[config.mk]
export PLATFORM = sky130hd
export DESIGN_NAME = fc_pass_ctrl_flat
export DESIGN_NICKNAME = d
export VERILOG_FILES = /design/src/rtl/fc_pass_ctrl_if.sv /design/src/rtl/fc_pass_ctrl.sv /design/src/flat_wrapper.sv
export SDC_FILE = /design/constraint.sdc
export NUM_CORES = 1
export LEC_CHECK = 0
export ABC_CLOCK_PERIOD_IN_PS = 2900
export CAP_MARGIN = 20
export CORE_MARGIN = 4
export CORE_UTILIZATION = 30
export DETAILED_ROUTE_END_ITERATION = 7
export PLACE_DENSITY = 0.55
export SLEW_MARGIN = 20
export SYNTH_ARGS = -nofsm -noshare
export SYNTH_HDL_FRONTEND = slang
export SYNTH_SLANG_ARGS = --single-unit
[constraint.sdc]
create_clock -name clk -period 2.9 [get_ports clk]
set_clock_uncertainty 0.1 [all_clocks]
set_input_delay 0.29 -clock clk [delete_from_list [all_inputs] [get_ports clk]]
set_output_delay 0.29 -clock clk [all_outputs]
set_load 0.01 [all_outputs]
[src/rtl/fc_pass_ctrl_if.sv]
// Handshake bundle between fc_pass_ctrl and the ibuf / CIM tile / function unit.
// master = controller side; slave = the surrounding datapath.
interface fc_pass_ctrl_if #(
    parameter int COUNT_WIDTH = 3,
    parameter int PASS_WIDTH  = 1,
    parameter int ADDR_WIDTH  = 3
);
    logic                   i_start;
    logic                   o_ready;
    logic [COUNT_WIDTH-1:0] o_count;
    logic [PASS_WIDTH-1:0]  o_pass;
    logic                   i_cim_ready;
    logic                   o_cim_we;
    logic                   o_cim_start;
    logic [ADDR_WIDTH-1:0]  o_addr;
    logic                   i_func_ready;
    logic                   o_func_start;

    modport master (
        input  i_start, i_cim_ready, i_func_ready,
        output o_ready, o_count, o_pass, o_cim_we, o_cim_start, o_addr, o_func_start
    );

    modport slave (
        output i_start, i_cim_ready, i_func_ready,
        input  o_ready, o_count, o_pass, o_cim_we, o_cim_start, o_addr, o_func_start
    );
endinterface

[src/rtl/fc_pass_ctrl.sv]
// Counts pixel pulses into a full image, then streams DATA_SIZE bit-planes x PASSES weight sets into the CIM.
// First CIM write 1 cycle after the last pixel (or after i_cim_ready rises); stalls on CIM / function-unit ready.
module fc_pass_ctrl #(
    parameter int DATA_SIZE      = 8,
    parameter int INPUT_CHANNELS = 16,
    parameter int IMG_SIZE       = 784,
    parameter int XBAR_SIZE      = 128,
    parameter int BUS_WIDTH      = 16,
    parameter int PASSES         = 1,
    parameter int V_CIM_TILES    = (INPUT_CHANNELS * IMG_SIZE + XBAR_SIZE - 1) / XBAR_SIZE,
    parameter int NUM_ADDR       = (INPUT_CHANNELS * IMG_SIZE + BUS_WIDTH * V_CIM_TILES - 1)
                                   / (BUS_WIDTH * V_CIM_TILES),
    parameter int ADDR_WIDTH     = (NUM_ADDR > 1)  ? $clog2(NUM_ADDR)  : 1,
    parameter int COUNT_WIDTH    = (DATA_SIZE > 1) ? $clog2(DATA_SIZE) : 1,
    parameter int PASS_WIDTH     = (PASSES > 1)    ? $clog2(PASSES)    : 1
) (
    input  logic           clk,
    input  logic           rst,
    fc_pass_ctrl_if.master io_fc
);
    localparam int PIX_WIDTH = (IMG_SIZE > 1) ? $clog2(IMG_SIZE) : 1;

    localparam logic [PIX_WIDTH-1:0]   PIX_LAST  = PIX_WIDTH'(IMG_SIZE - 1);
    localparam logic [ADDR_WIDTH-1:0]  ADDR_LAST = ADDR_WIDTH'(NUM_ADDR - 1);
    localparam logic [COUNT_WIDTH-1:0] BIT_LAST  = COUNT_WIDTH'(DATA_SIZE - 1);
    localparam logic [PASS_WIDTH-1:0]  PASS_LAST = PASS_WIDTH'(PASSES - 1);

    typedef enum logic [2:0] {
        S_IDLE,
        S_ARM,
        S_CONSUME,
        S_START,
        S_WAIT,
        S_FUNC
    } state_t;

    state_t                 r_state;
    state_t                 w_state_nxt;
    logic [PIX_WIDTH-1:0]   r_pix_cnt;
    logic [PIX_WIDTH-1:0]   w_pix_nxt;
    logic [ADDR_WIDTH-1:0]  r_addr;
    logic [ADDR_WIDTH-1:0]  w_addr_nxt;
    logic [COUNT_WIDTH-1:0] r_bit;
    logic [COUNT_WIDTH-1:0] w_bit_nxt;
    logic [PASS_WIDTH-1:0]  r_pass;
    logic [PASS_WIDTH-1:0]  w_pass_nxt;
    logic                   w_cim_start;
    logic                   w_func_start;

    always_ff @(posedge clk) begin
        if (rst) begin
            r_state   <= S_IDLE;
            r_pix_cnt <= '0;
            r_addr    <= '0;
            r_bit     <= '0;
            r_pass    <= '0;
        end else begin
            r_state   <= w_state_nxt;
            r_pix_cnt <= w_pix_nxt;
            r_addr    <= w_addr_nxt;
            r_bit     <= w_bit_nxt;
            r_pass    <= w_pass_nxt;
        end
    end

    always_comb begin
        w_state_nxt  = r_state;
        w_pix_nxt    = r_pix_cnt;
        w_addr_nxt   = r_addr;
        w_bit_nxt    = r_bit;
        w_pass_nxt   = r_pass;
        w_cim_start  = 1'b0;
        w_func_start = 1'b0;

        case (r_state)
            S_IDLE: begin
                if (io_fc.i_start) begin
                    if (r_pix_cnt == PIX_LAST) begin
                        w_pix_nxt   = '0;
                        w_state_nxt = io_fc.i_cim_ready ? S_CONSUME : S_ARM;
                    end else begin
                        w_pix_nxt = r_pix_cnt + PIX_WIDTH'(1);
                    end
                end
            end
            S_ARM: begin
                if (io_fc.i_cim_ready) begin
                    w_state_nxt = S_CONSUME;
                end
            end
            S_CONSUME: begin
                if (r_addr == ADDR_LAST) begin
                    w_addr_nxt  = '0;
                    w_state_nxt = S_START;
                end else begin
                    w_addr_nxt = r_addr + ADDR_WIDTH'(1);
                end
            end
            S_START: begin
                // Start is held until the CIM acknowledges by dropping ready.
                w_cim_start = io_fc.i_cim_ready;
                if (!io_fc.i_cim_ready) begin
                    w_state_nxt = S_WAIT;
                end
            end
            S_WAIT: begin
                if (io_fc.i_cim_ready) begin
                    if (r_bit != BIT_LAST) begin
                        w_bit_nxt   = r_bit + COUNT_WIDTH'(1);
                        w_state_nxt = S_CONSUME;
                    end else if (r_pass != PASS_LAST) begin
                        w_bit_nxt   = '0;
                        w_pass_nxt  = r_pass + PASS_WIDTH'(1);
                        w_state_nxt = S_CONSUME;
                    end else begin
                        w_state_nxt = S_FUNC;
                    end
                end
            end
            S_FUNC: begin
                w_func_start = io_fc.i_func_ready;
                if (io_fc.i_func_ready) begin
                    w_bit_nxt   = '0;
                    w_pass_nxt  = '0;
                    w_state_nxt = S_IDLE;
                end
            end
            default: begin
                w_state_nxt = S_IDLE;
            end
        endcase
    end

    assign io_fc.o_ready      = (r_state == S_IDLE);
    assign io_fc.o_cim_we     = (r_state == S_CONSUME);
    assign io_fc.o_addr       = r_addr;
    assign io_fc.o_count      = r_bit;
    assign io_fc.o_pass       = r_pass;
    assign io_fc.o_cim_start  = w_cim_start;
    assign io_fc.o_func_start = w_func_start;

endmodule

[src/flat_wrapper.sv]
// flat-port wrapper written by rule: the top's interface ports become plain ports
module fc_pass_ctrl_flat 
#(
    parameter int DATA_SIZE      = 8,
    parameter int INPUT_CHANNELS = 16,
    parameter int IMG_SIZE       = 784,
    parameter int XBAR_SIZE      = 128,
    parameter int BUS_WIDTH      = 16,
    parameter int PASSES         = 1,
    parameter int V_CIM_TILES    = (INPUT_CHANNELS * IMG_SIZE + XBAR_SIZE - 1) / XBAR_SIZE,
    parameter int NUM_ADDR       = (INPUT_CHANNELS * IMG_SIZE + BUS_WIDTH * V_CIM_TILES - 1)
                                   / (BUS_WIDTH * V_CIM_TILES),
    parameter int ADDR_WIDTH     = (NUM_ADDR > 1)  ? $clog2(NUM_ADDR)  : 1,
    parameter int COUNT_WIDTH    = (DATA_SIZE > 1) ? $clog2(DATA_SIZE) : 1,
    parameter int PASS_WIDTH     = (PASSES > 1)    ? $clog2(PASSES)    : 1
)
  (clk, rst, io_fc_i_start, io_fc_i_cim_ready, io_fc_i_func_ready, io_fc_o_ready, io_fc_o_count, io_fc_o_pass, io_fc_o_cim_we, io_fc_o_cim_start, io_fc_o_addr, io_fc_o_func_start);
  fc_pass_ctrl_if #(.COUNT_WIDTH(COUNT_WIDTH), .PASS_WIDTH(PASS_WIDTH), .ADDR_WIDTH(ADDR_WIDTH)) io_fc_i ();
  input  logic clk;
  input  logic rst;
  input wire logic [$bits(io_fc_i.i_start)-1:0] io_fc_i_start;
  input wire logic [$bits(io_fc_i.i_cim_ready)-1:0] io_fc_i_cim_ready;
  input wire logic [$bits(io_fc_i.i_func_ready)-1:0] io_fc_i_func_ready;
  output wire logic [$bits(io_fc_i.o_ready)-1:0] io_fc_o_ready;
  output wire logic [$bits(io_fc_i.o_count)-1:0] io_fc_o_count;
  output wire logic [$bits(io_fc_i.o_pass)-1:0] io_fc_o_pass;
  output wire logic [$bits(io_fc_i.o_cim_we)-1:0] io_fc_o_cim_we;
  output wire logic [$bits(io_fc_i.o_cim_start)-1:0] io_fc_o_cim_start;
  output wire logic [$bits(io_fc_i.o_addr)-1:0] io_fc_o_addr;
  output wire logic [$bits(io_fc_i.o_func_start)-1:0] io_fc_o_func_start;
  assign io_fc_i.i_start = io_fc_i_start;
  assign io_fc_i.i_cim_ready = io_fc_i_cim_ready;
  assign io_fc_i.i_func_ready = io_fc_i_func_ready;
  assign io_fc_o_ready = io_fc_i.o_ready;
  assign io_fc_o_count = io_fc_i.o_count;
  assign io_fc_o_pass = io_fc_i.o_pass;
  assign io_fc_o_cim_we = io_fc_i.o_cim_we;
  assign io_fc_o_cim_start = io_fc_i.o_cim_start;
  assign io_fc_o_addr = io_fc_i.o_addr;
  assign io_fc_o_func_start = io_fc_i.o_func_start;
  fc_pass_ctrl #(.DATA_SIZE(DATA_SIZE), .INPUT_CHANNELS(INPUT_CHANNELS), .IMG_SIZE(IMG_SIZE), .XBAR_SIZE(XBAR_SIZE), .BUS_WIDTH(BUS_WIDTH), .PASSES(PASSES), .V_CIM_TILES(V_CIM_TILES), .NUM_ADDR(NUM_ADDR), .ADDR_WIDTH(ADDR_WIDTH), .COUNT_WIDTH(COUNT_WIDTH), .PASS_WIDTH(PASS_WIDTH)) u_core (.clk(clk), .rst(rst), .io_fc(io_fc_i));
endmodule
==> summary.md, run 1 <==
| Metric | Value |
|---|---|
| Hold path cells | 2 |
| Layout area overhead | 16.9% |
| Worst setup path category | reg2out |
| Nets@finish | around 150 |
| Crit path launch type | flop |
| CTS tree | yes |
| Syn avg cell area | about 8.8 um^2 |
| Ys Warns | 0 |
| # diodes | 0 |
| Leading cell type in the layout, fill and taps excluded | dfxtp_1 |
| Crit path DAT | 1.91 ns |
| Multi-input logic area | 667 um^2 |
| Final setup margin | 0.605 ns |
| Die Y-Extent | 68.3 um |
| Synth Cell Area | roughly 0.0011 mm^2 |
| Clock Tree Buf Depth | 2 |
| HP Class | reg2reg |
| Routed length per placed instance | 12.2 um |
| Die X | 68.3 um |
| DRT Pass-1 Iters | 4 |
| Slew HR | approximately 56% |
| H-tree Lvls | 1 |
| Post-CTS Resized | 0 |
| Number of synthesized flops with an enable pin | 0 |
| Final min period | 2.30 ns |
| Most used DFF post-synth | dfxtp_1 |
| Slew Viols, Final | 0 |
| Top-area cell type share of the netlist area | a little over a third |
| Sequential-to-total area share from yosys stat | a little over a third |
| Area occupied by registers | approximately 380 um^2 |
| Setup TNS | 0 ns |
| Status | finished, final reports clean |
| Post-synth ARST share | 0% |
| IO buf count | 14 |
| Global-route wire length before repair | around 3.7 mm |
| Design Area, Final | between 0.001 and 0.0015 mm^2 |
| Clk pin slew, worst setup/hold paths | 0.11 ns |
| PD cells | roughly 520 mW/mm^2 |
| Vias | 900 |
| Post-synthesis cell type count | 45 |
| DRC | 0 |
| Fin crit share | around 79% |
| Drt via density | roughly 5.0 |
| Layout cells sized above 1 | under 10% |
| Top cell type by total area after synthesis | dfxtp_1 |
| Placed Instance Area | 0.00125 mm^2 |
| RD Place Congestion | between 0.7 and 0.8 |
| Critical Path RT | around 2.5 ns |
| Max-cap violations | 0 |
| Leak pwr | about 0.47 nW |
| Grt total ovfl | 0 |
| Setup bufs post-CTS | 0 |
| Layout fillers | 373 |
| Cts bufs inserted | 3 |
| Unrepaired setup endpoints after global routing | false |
| Row cnt | 21 |
| Largest net degree at the start of global routing | 24 |
| Actual slew at the worst max-slew pin | around 0.66 ns |
| Maximum clock frequency | 436 MHz |
| Syn nets | 134 |
| Effective utilization at floorplan | between 30% and 40% |
| Clock Root Buffer | clkbuf_4 |
| Vias in the first global route | around 830 |
| Ranking of synthesized cells by area | dfxtp_1, ha_1, nor2_1 |
| Core area | 0.00342 mm^2 |
| # hold bufs at CTS | 0 |
| Total Wirelength | between 2 and 2.5 mm |
| Antenna viol nets, final | 0 |
| Setup violations, final | 0 |
| Die Area | ~0.0047 mm^2 |
| Worst-case vdd ir drop | approximately 0.00032 V |
| Worst Reg-to-Reg Cells | 4 |
| Sinks on Clock Net | 19 |
| Initial antenna violation count | 0 |
| Crit end category | primary output |
| Gr usage total | 10.4% |
| Pre-CTS setup slack | between 0.8 and 0.9 ns |
| Fin Hold WS | about 0.39 ns |
| Post-Synthesis Cells | between 100 and 150 |
| DP Wirelength | ~1.7 mm |
| Leading cell types in the layout, fill and taps excluded | dfxtp_1, nor2_1, clkdlybuf4s50_1 |
| FF+latch count, synth | 19 |
| Fin. Hold Viols | 0 |
| Boundary pin count | 16 |
| Clock Latency Late Sink | 0.29 ns |
| Drt initial violations | 11 |
| CP Max Fanout | 9 |
==> power breakdown <==
group          switching [mW]  internal [mW]
sequential             0.0472          0.284
combinational          0.0946          0.106
clock                  0.0798         0.0535
total                   0.222          0.443
==> worst max-delay path, stage by stage, from the launching register on <==
cell and delay [ns]:
dfxtp_1 0.51, or2b_1 0.31, nor2_1 0.20, clkdlybuf4s50_1 0.59
==> logic make-up after synthesis <==
group,after synthesis,share of synthesized area (%)
multiplexers,3,2.87
other,1,0.344
buffers and inverters,8,4.01
flip-flops,19,34.9
AND/OR/NAND/NOR,58,31.9
XOR/XNOR,8,6.42
adder cells (fa/ha/maj),5,5.73
AO/OA/AOI/OAI,22,13.9
==> sequential cells by signal (all words and copies together) (netlist names) <==
signal                count
u_core.r_state            3
u_core.io_fc.o_addr       3
u_core.io_fc.o_count      3
u_core.r_pix_cnt         10
==> path summary, 6_finish.rpt <==
path	from	endpoint	slack (ns)
max reg2reg	u_core.r_state[0]$_SDFFE_PP0P_	u_core.r_pix_cnt[9]$_SDFFE_PP0P_	0.96
max	u_core.r_state[1]$_SDFFE_PP0P_	io_fc_o_cim_we	0.60
min reg2reg	u_core.io_fc.o_count[2]$_SDFFE_PP0P_	u_core.io_fc.o_count[2]$_SDFFE_PP0P_	0.39
min	u_core.io_fc.o_count[2]$_SDFFE_PP0P_	u_core.io_fc.o_count[2]$_SDFFE_PP0P_	0.39
==> synth_stat cells, types with 3 or more instances <==
master and n:
nor2_1 15, and2_1 3, nand4_1 6, nor3_1 3
xor2_1 6, nor2b_1 3, a21oi_1 7, nand3_1 4
o21ai_0 5, dfxtp_1 19, clkbuf_1 3, ha_1 5
nand2_1 6
==> metal layers <==
metal | part of all wire, % | global-route usage (%) | vias to the layer above
met5 | 0 | 0 | -
met4 | 0.63 | 4.47 | 0
met3 | 1.8 | 1.48 | 2
met2 | 48 | 17.4 | 6
met1 | 50 | 13.2 | 419
li1 | - | - | 473
==> final cells by class <==
| type | instances | share of cell area [%] |
|---|---|---|
| sequential | 19 | 29.8 |
| inverter | 1 | 0.294 |
| tap | 46 | 4.51 |
| clock buffer | 4 | 2.06 |
| multi-input combinational | 97 | 52.3 |
| timing repair buffer | 14 | 11.0 |
==> per-stage QoR <==
step | utilization [%] | power (mW) | instances
after detailed placement | 36.6 | 0.538 | 177
after global routing | 37.3 | 0.719 | 181
after floorplan | - | 0.480 | 124
final | 37.3 | 0.665 | 181
after global placement | 36.6 | 0.533 | 177
after CTS | 37.3 | 0.678 | 181
Note: power is estimated with default switching activity, not from simulation.
==> inputs of run 2 (changes only) <==
--- a/config.mk
+++ b/config.mk
@@ -5,12 +5,12 @@
 export SDC_FILE = /design/constraint.sdc
 export NUM_CORES = 1
 export LEC_CHECK = 0
-export ABC_CLOCK_PERIOD_IN_PS = 2900
+export ABC_CLOCK_PERIOD_IN_PS = 2100
 export CAP_MARGIN = 20
 export CORE_MARGIN = 4
 export CORE_UTILIZATION = 30
 export DETAILED_ROUTE_END_ITERATION = 7
-export PLACE_DENSITY = 0.55
+export PLACE_DENSITY = 0.57
 export SLEW_MARGIN = 20
 export SYNTH_ARGS = -nofsm -noshare
 export SYNTH_HDL_FRONTEND = slang
==> constraint.sdc (replaced) <==
create_clock -name clk -period 2.1 [get_ports clk]
set_clock_uncertainty 0.1 [all_clocks]
set_input_delay 0.21 -clock clk [delete_from_list [all_inputs] [get_ports clk]]
set_output_delay 0.21 -clock clk [all_outputs]
set_load 0.01 [all_outputs]
==> summary.md, run 2 (synthesis gave the netlist of run 1 again) <==
| Metric | Value |
|---|---|
| Drt via density | 5.07 (+2.0%) |
| Nets@finish | 149 (+2.1%) |
| Core area | 0.00342 mm^2 (unchanged) |
| Layout cells sized above 1 | 13.0% (+6.4 points) |
| Clock Latency Late Sink | 0.30 ns (about the same) |
| DP Wirelength | 1.62 mm (-2.9%) |
| # diodes | 0 (unchanged) |
| PD cells | 734 mW/mm^2 (+41%) |
| CTS tree | yes |
| Fin crit share | 96.3% |
| Fin. Hold Viols | 0 (unchanged) |
| Slew HR | 60.2% (+4.4 points) |
| Setup TNS | 0 ns (unchanged) |
| Largest net degree at the start of global routing | 17 (-29%) |
| Number of flip-flops in the largest register | 10 (unchanged) |
| Clock Tree Buf Depth | 2 (unchanged) |
| Sinks on Clock Net | 19 (unchanged) |
| Worst-case vdd ir drop | 0.000395 V (+24%) |
| Vias | 933 (+3.7%) |
| Slew Viols, Final | 0 (unchanged) |
| Die X | 68.3 um (unchanged) |
| Non-Filler Instances | 184 (+1.7%) |
| Final setup margin | 0.0769 ns (-0.528 ns) |
| Row cnt | 21 (unchanged) |
| Crit path launch type | flop |
| Die Area | 0.00467 mm^2 (unchanged) |
| Antenna viol nets, final | 0 (unchanged) |
| Leading cell types in the layout, fill and taps excluded | dfxtp_1, nor2_1, clkdlybuf4s50_1 |
| Pre-CTS setup slack | 0.206 ns (-0.626 ns) |
| Die Y-Extent | 68.3 um (unchanged) |
| Layout area overhead | 20.4% |
| Worst setup path category | reg2out |
| Setup bufs post-CTS | 0 (unchanged) |
| Post-CTS Resized | 3 (+3) |
| Crit end category | primary output |
| RD Place Congestion | 0.799 (+2.1%) |
| Placed Instance Area | 0.00127 mm^2 (+1.8%) |
| Final min period | 2.02 ns |
| Routed length per placed instance | 12.1 um (-1.1%) |
| Effective utilization at floorplan | 31.9% (unchanged) |
| HP Class | reg2reg |
| Setup violations, final | 0 (unchanged) |
| Boundary pin count | 16 (unchanged) |
| Initial antenna violation count | 0 (unchanged) |
| Leak pwr | 0.494 nW (+4.1%) |
| Leading cell type in the layout, fill and taps excluded | dfxtp_1 |
| Post-layout util | 38.5% (+1.1 points) |
| Critical Path RT | 1.79 ns (-0.72 ns) |
| Cells after DPL | 180 (+1.7%) |
| DRT Pass-1 Iters | 5 (+1) |
| Register name with the most flops | u_core.r_pix_cnt |
| Global-route wire length before repair | 4.01 mm (+8.6%) |
| Total power | 0.964 mW (+45%) |
| Vias in the first global route | 899 (+7.8%) |
| Clock Root Buffer | clkbuf_4 |
| Status | finished, final reports clean |
| Maximum clock frequency | 494 MHz |
| Crit path DAT | 1.71 ns (-0.20 ns) |
| Clk pin slew, worst setup/hold paths | 0.11 ns (about the same) |
| Actual slew at the worst max-slew pin | 0.595 ns (-0.0672 ns) |
| Drt initial violations | 10 (-1) |
| Design Area, Final | 0.00131 mm^2 (+3.0%) |
| Grt total ovfl | 0 (unchanged) |
| IO buf count | 14 (unchanged) |
| Max-cap violations | 0 (unchanged) |
| Cts bufs inserted | 3 (unchanged) |
| # hold bufs at CTS | 0 (unchanged) |
| Layout fillers | 361 (-3.2%) |
| H-tree Lvls | 1 (unchanged) |
| Gr usage total | 11.2% (+0.82 points) |
| Fin Hold WS | 0.391 ns (+0.00456 ns) |
| DRC | 0 (unchanged) |
| CP Max Fanout | 9 (unchanged) |
| Total Wirelength | 2.23 mm (+0.50%) |
[run 2: cell type report]
class                      instances  area, um^2  share of cell area [%]
clock buffer                       3        22.5                    1.71
multi-input combinational         97         676                    51.4
inverter                           1        3.75                   0.286
sequential                        19         387                    29.4
tap                               46        57.6                    4.38
clock inverter                     1        5.00                   0.381
timing repair buffer              17         163                    12.4
[run 2: path summary, 6_finish.rpt]
path                                             start                                   end  slack [ns]  cells past startpoint
setup reg to reg  u_core.io_fc.o_count[0]$_SDFFE_PP0P_  u_core.io_fc.o_count[0]$_SDFFE_PP0P_        0.26                      6
hold / removal    u_core.io_fc.o_count[1]$_SDFFE_PP0P_  u_core.io_fc.o_count[1]$_SDFFE_PP0P_        0.39                      2
setup / recovery        u_core.r_state[1]$_SDFFE_PP0P_                        io_fc_o_cim_we        0.08                      3
hold reg to reg   u_core.io_fc.o_count[1]$_SDFFE_PP0P_  u_core.io_fc.o_count[1]$_SDFFE_PP0P_        0.39                      2
[run 2: worst max-delay path, cell delays in order (launching register included)]
cell and delay (ns):
dfxtp_4 0.42, or2b_1 0.31, nor2_4 0.13, clkdlybuf4s50_1 0.55
[run 2: where the power goes]
group | switching [mW] | internal [mW] | leakage, nW | total [mW]
registers | 0.0550 | 0.396 | 0.155 | 0.452
logic | 0.149 | 0.168 | 0.321 | 0.317
clock network | 0.125 | 0.0711 | 0.0177 | 0.196
[run 2: layer usage]
layer	vias up	wire length, um	GRT usage (%)	share of wire (%)
met5	-	0	0	0
met4	0	51	6.70	2.3
met3	4	66	0.821	3.0
met2	12	1100	18.9	50
met1	441	1010	13.9	45
li1	476	-	-	-
